--- src/rtl/lsu_access_sequencer.sv ---
// Load/store sequencer: turns one core access into one or two aligned word beats
// on a req/gnt/rvalid data bus (one outstanding beat) and returns extended load data.
module lsu_access_sequencer #(
  parameter int XLEN               = 32,
  parameter bit SUPPORT_MISALIGNED = 1'b1
) (
  input  logic            clk_i,
  input  logic            rst_ni,
  input  logic            lsu_valid_i,
  output logic            lsu_ready_o,
  input  logic [XLEN-1:0] lsu_addr_i,
  input  logic            lsu_we_i,
  input  logic [1:0]      lsu_size_i,
  input  logic            lsu_unsigned_i,
  input  logic [XLEN-1:0] lsu_wdata_i,
  output logic            lsu_done_o,
  output logic            lsu_err_o,
  output logic [XLEN-1:0] lsu_rdata_o,
  output logic            mem_req_o,
  output logic [XLEN-1:0] mem_addr_o,
  output logic            mem_we_o,
  output logic [3:0]      mem_be_o,
  output logic [XLEN-1:0] mem_wdata_o,
  input  logic            mem_gnt_i,
  input  logic            mem_rvalid_i,
  input  logic [XLEN-1:0] mem_rdata_i,
  output logic [2:0]      dbg_state_o
);

  // Handshakes: a core request transfers on a rising edge with lsu_valid_i && lsu_ready_o.
  // A bus beat holds mem_req_o and its fields stable until the edge where mem_gnt_i is high;
  // a granted read returns exactly one mem_rvalid_i, taken only in the matching WAIT state.

  typedef enum logic [2:0] {
    IDLE  = 3'd0,
    REQ1  = 3'd1,
    WAIT1 = 3'd2,
    REQ2  = 3'd3,
    WAIT2 = 3'd4,
    DONE  = 3'd5,
    ERR   = 3'd6
  } state_t;

  state_t state_q, state_d;

  logic [XLEN-1:0] addr_q;
  logic            we_q;
  logic [1:0]      size_q;
  logic            uns_q;
  logic [XLEN-1:0] wdata_q;
  logic [XLEN-1:0] rdata1_q;
  logic [23:0]     rdata2_q;
  logic [XLEN-1:0] rdata_q;

  logic            accept;
  logic [1:0]      in_off;
  logic            in_misaligned;
  logic            in_illegal;

  logic [1:0]      off;
  logic [3:0]      lane_m;
  logic [2:0]      nbytes;
  logic            spans;
  logic [7:0]      mask64;
  logic [2*XLEN-1:0] wd64;
  logic [XLEN-1:0] word_addr;

  logic [XLEN-1:0] rdata1_n;
  logic [23:0]     rdata2_n;
  logic [XLEN-1:0] merged;
  logic [XLEN-1:0] extended;

  // Request decode on the incoming (not yet registered) fields
  always_comb begin
    in_off        = lsu_addr_i[1:0];
    in_misaligned = ((lsu_size_i == 2'b01) && in_off[0]) ||
                    ((lsu_size_i == 2'b10) && (in_off != 2'b00));
    in_illegal    = (lsu_size_i == 2'b11) || (!SUPPORT_MISALIGNED && in_misaligned);
    accept        = lsu_valid_i && lsu_ready_o;
  end

  // Lane maps for the registered access
  always_comb begin
    off = addr_q[1:0];
    case (size_q)
      2'b00:   begin lane_m = 4'b0001; nbytes = 3'd1; end
      2'b01:   begin lane_m = 4'b0011; nbytes = 3'd2; end
      default: begin lane_m = 4'b1111; nbytes = 3'd4; end
    endcase
    spans     = ({1'b0, off} + nbytes) > 3'd4;
    mask64    = {4'b0000, lane_m} << off;
    wd64      = {{XLEN{1'b0}}, wdata_q} << {off, 3'b000};
    word_addr = {addr_q[XLEN-1:2], 2'b00};
  end

  // Load merge uses the word arriving this cycle so the result can be registered into DONE
  always_comb begin
    rdata1_n = rdata1_q;
    rdata2_n = rdata2_q;
    if (state_q == WAIT1 && mem_rvalid_i) rdata1_n = mem_rdata_i;
    if (state_q == WAIT2 && mem_rvalid_i) rdata2_n = mem_rdata_i[23:0];
    case (off)
      2'd0:    merged = rdata1_n;
      2'd1:    merged = {rdata2_n[7:0],  rdata1_n[31:8]};
      2'd2:    merged = {rdata2_n[15:0], rdata1_n[31:16]};
      default: merged = {rdata2_n[23:0], rdata1_n[31:24]};
    endcase
    case (size_q)
      2'b00:   extended = {{24{~uns_q & merged[7]}},  merged[7:0]};
      2'b01:   extended = {{16{~uns_q & merged[15]}}, merged[15:0]};
      default: extended = merged;
    endcase
  end

  always_ff @(posedge clk_i or negedge rst_ni) begin
    if (!rst_ni) state_q <= IDLE;
    else         state_q <= state_d;
  end

  always_comb begin
    state_d = state_q;
    case (state_q)
      IDLE:  if (accept) state_d = in_illegal ? ERR : REQ1;
      REQ1:  if (mem_gnt_i) state_d = we_q ? (spans ? REQ2 : DONE) : WAIT1;
      WAIT1: if (mem_rvalid_i) state_d = spans ? REQ2 : DONE;
      REQ2:  if (mem_gnt_i) state_d = we_q ? DONE : WAIT2;
      WAIT2: if (mem_rvalid_i) state_d = DONE;
      DONE:  state_d = IDLE;
      ERR:   state_d = IDLE;
      default: state_d = IDLE;
    endcase
  end

  always_comb begin
    lsu_ready_o = 1'b0;
    lsu_done_o  = 1'b0;
    lsu_err_o   = 1'b0;
    mem_req_o   = 1'b0;
    mem_addr_o  = '0;
    mem_we_o    = 1'b0;
    mem_be_o    = 4'b0000;
    mem_wdata_o = '0;
    case (state_q)
      IDLE: lsu_ready_o = 1'b1;
      REQ1: begin
        mem_req_o   = 1'b1;
        mem_addr_o  = word_addr;
        mem_we_o    = we_q;
        mem_be_o    = mask64[3:0];
        mem_wdata_o = wd64[XLEN-1:0];
      end
      REQ2: begin
        mem_req_o   = 1'b1;
        mem_addr_o  = word_addr + 32'd4;
        mem_we_o    = we_q;
        mem_be_o    = mask64[7:4];
        mem_wdata_o = wd64[2*XLEN-1:XLEN];
      end
      DONE: lsu_done_o = 1'b1;
      ERR:  lsu_err_o  = 1'b1;
      default: ;
    endcase
  end

  assign lsu_rdata_o = rdata_q;
  assign dbg_state_o = state_q;

  always_ff @(posedge clk_i or negedge rst_ni) begin
    if (!rst_ni) begin
      addr_q   <= '0;
      we_q     <= 1'b0;
      size_q   <= 2'b00;
      uns_q    <= 1'b0;
      wdata_q  <= '0;
      rdata1_q <= '0;
      rdata2_q <= '0;
      rdata_q  <= '0;
    end else begin
      if (accept) begin
        addr_q   <= lsu_addr_i;
        we_q     <= lsu_we_i;
        size_q   <= lsu_size_i;
        uns_q    <= lsu_unsigned_i;
        wdata_q  <= lsu_wdata_i;
        rdata1_q <= '0;
        rdata2_q <= '0;
      end else begin
        rdata1_q <= rdata1_n;
        rdata2_q <= rdata2_n;
      end
      // Result lives only for the DONE cycle of a load; zero otherwise
      rdata_q <= (state_d == DONE && !we_q) ? extended : '0;
    end
  end

  // Read data while a request is still outstanding is a bus protocol violation
  rvalid_during_req: assert property (@(posedge clk_i) disable iff (!rst_ni)
    !(mem_rvalid_i && mem_req_o));

endmodule

--- config.mk ---
export PLATFORM = sky130hd
export DESIGN_NAME = lsu_access_sequencer
export DESIGN_NICKNAME = d
export VERILOG_FILES = /design/src/rtl/lsu_access_sequencer.sv
export SDC_FILE = /design/constraint.sdc
export NUM_CORES = 1
export LEC_CHECK = 0
export ABC_AREA = 1
export BUFFER_PORTS_ARGS = -buffer_cell sky130_fd_sc_hd__buf_2
export CAP_MARGIN = 15
export CORE_AREA = 3 3 151 153
export CTS_BUF_LIST = sky130_fd_sc_hd__clkbuf_8
export DETAILED_ROUTE_END_ITERATION = 10
export DIE_AREA = 0 0 154 156
export GPL_ROUTABILITY_DRIVEN = 0
export PLACE_DENSITY = 0.68
export SLEW_MARGIN = 0
export SYNTH_ARGS = -nofsm -noshare
export SYNTH_HDL_FRONTEND = slang
export SYNTH_SLANG_ARGS = --single-unit
export TNS_END_PERCENT = 20
--- constraint.sdc ---
create_clock -name clk_i -period 2.8 [get_ports clk_i]
set_input_delay 0.14 -clock clk_i [delete_from_list [all_inputs] [get_ports clk_i]]
set_output_delay 0.14 -clock clk_i [all_outputs]
set_load 0.01 [all_outputs]
==> results of run 1 <==
-- final cells by class --
| cell class | count | area share, % |
|---|---|---|
| well taps | 280 | 2.945 |
| clock buffers | 19 | 2.198 |
| inverters | 162 | 5.111 |
| flip-flops and latches | 159 | 33.46 |
| repair buffers | 309 | 16.87 |
| clock inverters | 13 | 1.073 |
| multi-input cells | 984 | 38.35 |
-- critical path, stage by stage, from the launching register on --
cell	delay (ps)
dfrtp_1	510
nor2_4	170
inv_2	100
nor2_4	100
inv_2	140
nor2_2	330
inv_1	210
o21ai_0	280
buf_2	190
-- how the worst min path moves through the flow --
stage,cells past startpoint,end,startpoint
after floorplan,0,addr_q[0],rst_ni
after global placement,1,lsu_rdata_o[20],rst_ni
after detailed placement,1,lsu_rdata_o[28],rst_ni
after CTS,3,rdata2_q[16],mem_rdata_i[16]
after global routing,3,rdata2_q[16],mem_rdata_i[16]
final,3,rdata2_q[16],mem_rdata_i[16]
-- registers in the layout, indices dropped and copies added (netlist names), 2 cells and up --
| signal | flops |
|---|---|
| lsu_rdata_o | 32 |
| dbg_state_o | 3 |
| wdata_q | 32 |
| addr_q | 32 |
| rdata1_q | 32 |
| rdata2_q | 24 |
| size_q | 2 |
-- report_power, final --
group          total [mW]  internal [mW]  switching [mW]
Clock                1.72          0.764           0.954
Combinational        6.34           2.04            4.30
Sequential           3.77           3.18           0.585
-- placed cells by master (no fill, tap or decap), types with 2 or more instances in the layout --
master and instances:
nand2_1 445, buf_2 209, dfrtp_1 158, inv_1 149, nor2_1 131, o21ai_0 120
nand3_1 99, dlygate4sd3_1 71, a21oi_1 36, nor3_1 29, buf_4 25, nand4_1 24
clkbuf_8 19, inv_2 10, or2_2 10, a31oi_1 9, nor2_4 7, o221ai_1 7
o211ai_1 7, o22ai_1 6, a22oi_1 5, o21ai_1 5, nor2_2 4, a22o_1 4
xor2_1 4, o21a_1 4, clkinv_4 4, inv_6 4, nand3_2 3, nand3_4 3
clkinv_1 3, ha_1 3, clkinvlp_4 3, nand2_2 2, a211oi_1 2, o21bai_1 2
conb_1 2, buf_6 2, buf_12 2
-- per-layer routing --
metal | vias to the layer above | routed length, um
met5 | - | 13
met4 | 2 | 588
met3 | 50 | 2532
met2 | 438 | 15240
met1 | 4788 | 12550
li1 | 4906 | -
-- metrics by stage --
stage / hold WS (ps) / worst slack [ps] / TNS, ps
final: 17.46 / 154.5 / 0
after global routing: 17.74 / -5.394 / -8.434
after CTS: 4.830 / 81.06 / 0
after detailed placement: 138.9 / 177.0 / 0
after global placement: 139.9 / 302.9 / 0
after floorplan: -155.6 / 398.3 / 0
-- logic make-up after synthesis --
family                   after synthesis  share of synthesized area, %
AND/OR/NAND/NOR                      763                         34.43
buffers and inverters                231                         10.08
AO/OA/AOI/OAI                        211                         12.47
flip-flops                           159                         42.01
XOR/XNOR                               4                        0.3698
adder cells (fa/ha/maj)                4                        0.6077
other                                  1                       0.03959
-- repair_timing --
item	CTS	global route
hold buffers	71	0
hold endpoints to repair	122	0
endpoints found under the setup margin	4	28
pin swaps	1	2
gates cloned	0	0
buffers inserted	2	0
resized for setup	0	8
==> impl_metrics.env, run 1 <==
export IMPL_nNetsFinal=1742
export IMPL_yosysTopAreaCell="dfrtp_1"
export IMPL_row_count=54
export IMPL_crit_required_ps=2660
export IMPL_yosys_register_bits=159
export IMPL_io_buffers=210
export IMPL_synth_edf_count=0
export IMPL_netlist_instances=1373
export IMPL_cts_path_max_buffers=2
export IMPL_cts_tree="built"
export IMPL_endpoint="mem_wdata_o[14]"
export IMPL_startpoint="dbg_state_o[2]"
export IMPL_cts_root_buf="clkbuf_8"
export IMPL_yosys_warnings=0
export IMPL_cts_clk_slew_worst_paths_ps=90
export IMPL_dp_hpwl_mm=21.02
export IMPL_antenna_found_initial=1
export IMPL_post_place_cells=1821
export IMPL_grt_pass1_vias=9714
export IMPL_grt_use_total_pct=25.14
export IMPL_antennaDiodeCount=0
export IMPL_slew_viol_final=0
export IMPL_nFillCells=2074
export IMPL_multi_input_area_um2=4562
export IMPL_numClockSinks=159
export IMPL_ir_drop_uv=503.5
export IMPL_synth_area_um2=9472
export IMPL_dieArea_um2=24020
export IMPL_first_pass_iters=8
export IMPL_cellPowerDensity_nw_per_um2=993.6
export IMPL_use_met1_pct=32.53
export IMPL_ioPinCount=213
export IMPL_detail_route_antenna_nets=0
export IMPL_drive_above_1_share_pct=19.08
export IMPL_wl_mm=30.93
export IMPL_fin_skew_ps=16.81
export IMPL_stdcell_area_um2=11900
export IMPL_grt_max_degree=115
export IMPL_finalCritPeriodShare_pct=94.48
export IMPL_ys_types=46
export IMPL_via_per_inst=5.288
export IMPL_use_met2_pct=43.01
export IMPL_cap_violations=0
export IMPL_dpl_cell_area_um2=10760
export IMPL_crit_type="flop to output pin"
export IMPL_grt_ovfl_total=0
export IMPL_core_region_area_um2=21690
export IMPL_synth_commonest_cells="nand2_1 (445), dfrtp_1 (159), inv_1 (149)"
export IMPL_tightest_slew_ps=544.1
export IMPL_synth_seq_area_share_pct=42.01
export IMPL_reg2regPathDepth=14
export IMPL_initial_core_util_pct=43.67
export IMPL_r2r_slack_ps=230
export IMPL_layoutNonFillerInstCount=1926
export IMPL_area_growth_pct=25.60
export IMPL_grt_first_pass_wirelength_mm=49.11
export IMPL_vias=10180
export IMPL_crit_path_end_kind="output pin"
export IMPL_hold_class="primary input to flop"
export IMPL_drcViolationCount=0
export IMPL_rr_endpoint="lsu_rdata_o[27]"
export IMPL_cts_buffers=17
export IMPL_relSlewSlack_pct=63.72
export IMPL_final_core_util_pct=54.85
export IMPL_routedWlPerCell_um=16.06
export IMPL_status="finished, final reports clean"
export IMPL_arrival_ps=2510
export IMPL_synth_main_ff_cell="dfrtp_1"
export IMPL_synthMostInstantiatedCell="nand2_1"
export IMPL_async_flop_share_pct=100.0
export IMPL_register_area_um2=3980
export IMPL_finalPower_mw=11.82
export IMPL_period_needed_ps=2646
export IMPL_die_w_um=154
export IMPL_p_leak_nw=6.351
export IMPL_worstPathMaxFanout=15
export IMPL_finalHoldViolations=0
export IMPL_reg2reg_from="size_q[1]"
export IMPL_clk_latency_ps=470
export IMPL_max_freq_mhz=378.0
export IMPL_setup_violations_final=0
export IMPL_synth_avg_cell_area_um2=6.898
export IMPL_gr_usage_met3_pct=5.298
export IMPL_fp_dieH_um=156
export IMPL_synth_area_leaders="dfrtp_1 (42%), nand2_1 (18%), o21ai_0 (6.4%)"
export IMPL_busiest_layer="met2"
export IMPL_start_kind="flop"
export IMPL_htree_levels=4
export IMPL_yosysTopAreaCellShare_pct=42.01
export IMPL_drt_iter0_markers=822
No activity file was read; power rests on OpenSTA's default activity.
==> run 2, diff against run 1 <==
HOLD_SLACK_MARGIN = 0.12   (was default)
==> run 2 against run 1 <==
Effect of this change: fmax hardly changed; sequential share of layout area is 0.66 points lower; total power is 0.29% higher; worst hold slack better by 110 ps; global-route usage is 0.24 points higher; die area stayed put; cell count is 1.2% higher; largest cell class unchanged; highest routed layer is now met4.
==> impl_metrics.env, run 2 (synthesized netlist as in run 1, its figures left out) <==
export IMPL_period_needed_ps=2645
export IMPL_die_w_um=154
export IMPL_antenna_found_initial=0
export IMPL_fin_skew_ps=17.88
export IMPL_max_freq_mhz=378.1
export IMPL_nNetsFinal=1766
export IMPL_area_growth_pct=28.14
export IMPL_p_int_mw=6.004
export IMPL_reg2regPathDepth=14
export IMPL_grt_pass1_vias=9865
export IMPL_row_count=54
export IMPL_rr_endpoint="lsu_rdata_o[16]"
export IMPL_dp_hpwl_mm=21.02
export IMPL_drt_iter0_markers=838
export IMPL_p_switching_mw=5.851
export IMPL_stdcell_area_um2=12140
export IMPL_routedWlPerCell_um=15.95
export IMPL_clk_latency_ps=470
export IMPL_wl_mm=31.11
export IMPL_cts_tree="built"
export IMPL_numClockSinks=159
export IMPL_final_setup_tns_ps=0
export IMPL_crit_required_ps=2660
export IMPL_post_place_cells=1821
export IMPL_cts_path_max_buffers=2
export IMPL_cellPowerDensity_nw_per_um2=976.8
export IMPL_ir_drop_uv=501.3
export IMPL_finalHoldViolations=0
export IMPL_endpoint="mem_wdata_o[14]"
export IMPL_status="finished, final reports clean"
export IMPL_dpl_cell_area_um2=10760
export IMPL_whs_ps=122.9
export IMPL_dp_slack_ps=177.0
export IMPL_setup_violations_final=0
export IMPL_arrival_ps=2510
export IMPL_cts_root_buf="clkbuf_8"
export IMPL_p_leak_nw=6.451
export IMPL_startpoint="dbg_state_o[2]"
export IMPL_switching_share_pct=49.36
export IMPL_antennaDiodeCount=0
export IMPL_seqPwrFrac_pct=31.8
export IMPL_via_per_inst=5.271
export IMPL_reg2reg_from="size_q[1]"
export IMPL_relSlewSlack_pct=63.98
export IMPL_tightest_slew_ps=540.3
export IMPL_ioPinCount=213
export IMPL_combPwrFrac_pct=53.8
export IMPL_crit_type="flop to output pin"
export IMPL_slew_viol_final=0
export IMPL_first_pass_iters=5
export IMPL_cap_violations=0
export IMPL_clkPwrFrac_pct=14.5
export IMPL_grt_max_degree=115
export IMPL_drcViolationCount=0
export IMPL_worstPathMaxFanout=15
export IMPL_start_kind="flop"
export IMPL_dieArea_um2=24020
export IMPL_worst_slack_ps=154.9
export IMPL_fp_dieH_um=156
export IMPL_grt_use_total_pct=25.37
export IMPL_nFillCells=2036
export IMPL_finalCritPeriodShare_pct=94.47
export IMPL_cts_clk_slew_worst_paths_ps=90
export IMPL_detail_route_antenna_nets=0
export IMPL_hold_class="primary input to flop"
export IMPL_core_region_area_um2=21690
export IMPL_grt_ovfl_total=0
export IMPL_grt_first_pass_wirelength_mm=49.60
export IMPL_drive_above_1_share_pct=18.80
export IMPL_cts_buffers=17
export IMPL_final_cell_mix="nand2_1 (445), buf_2 (209), dfrtp_1 (158), inv_1 (149), nor2_1 (131)"
export IMPL_layoutNonFillerInstCount=1950
export IMPL_initial_core_util_pct=43.67
export IMPL_crit_path_end_kind="output pin"
export IMPL_io_buffers=210
export IMPL_final_common_cell="nand2_1"
export IMPL_htree_levels=4
export IMPL_r2r_slack_ps=220
export IMPL_vias=10280
-- run 2: cell count changes in the layout (fill, tap and decap cells not counted), sizes merged --
cell         previous run  this run
dlygate4sd3            71        95
-- run 2: area by class of cell --
type	instances	area (um^2)	area share, %
flip-flops and latches	159	3980	32.79
repair buffers	333	2247	18.52
clock buffers	19	261.5	2.155
well taps	280	350.3	2.887
clock inverters	13	127.6	1.052
inverters	162	608.1	5.010
multi-input cells	984	4562	37.59
-- run 2: power groups by stage --
stage | Clock [mW] | Combinational (mW) | Sequential (mW)
final | 1.71 | 6.37 | 3.77
after floorplan | 0 | 4.34 | 3.67
after detailed placement | 0 | 6.17 | 3.79
after global placement | 0 | 6.06 | 3.77
after CTS | 1.75 | 6.31 | 3.75
after global routing | 1.84 | 7.16 | 3.89
-- run 2: through the flow --
step           power (mW)  util, %
6_report            11.86    55.96
3_5_place_dp        9.961    49.61
2_1_floorplan       8.010        -
3_3_place_gp        9.833    49.61
4_1_cts             11.81    55.86
5_1_grt             12.88    55.96
-- run 2: how the worst min path moves through the flow --
stage / from / end / slack [ps] / cells after the start
after detailed placement: rst_ni / lsu_rdata_o[28] / 140 / 1
after floorplan: rst_ni / addr_q[0] / -160 / 0
after CTS: mem_rdata_i[11] / rdata1_q[11] / 130 / 5
after global routing: mem_rdata_i[1] / rdata1_q[1] / 170 / 5
final: mem_rdata_i[11] / rdata1_q[11] / 120 / 5
after global placement: rst_ni / lsu_rdata_o[20] / 140 / 1
-- run 2: critical path, stage by stage (launching register included) --
cell	delay [ps]
dfrtp_1	520
nor2_4	170
inv_2	100
nor2_4	100
inv_2	140
nor2_2	330
inv_1	210
o21ai_0	280
buf_2	190
-- run 2: timing repair --
action,4_1_cts,5_1_grt
resized for setup,0,8
hold endpoints to repair,212,0
pin swaps,1,2
buffers inserted,2,0
hold buffers,95,0
endpoints found under the setup margin,4,28
-- run 2: metal layers --
metal	part of all wire, %	track usage, %	vias up	wire length (um)
met4	2.2	6.981	0	686
li1	-	-	4957	-
met1	41	32.72	4805	12640
met5	0	0	-	0
met2	49	43.55	460	15340
met3	7.8	5.187	56	2430
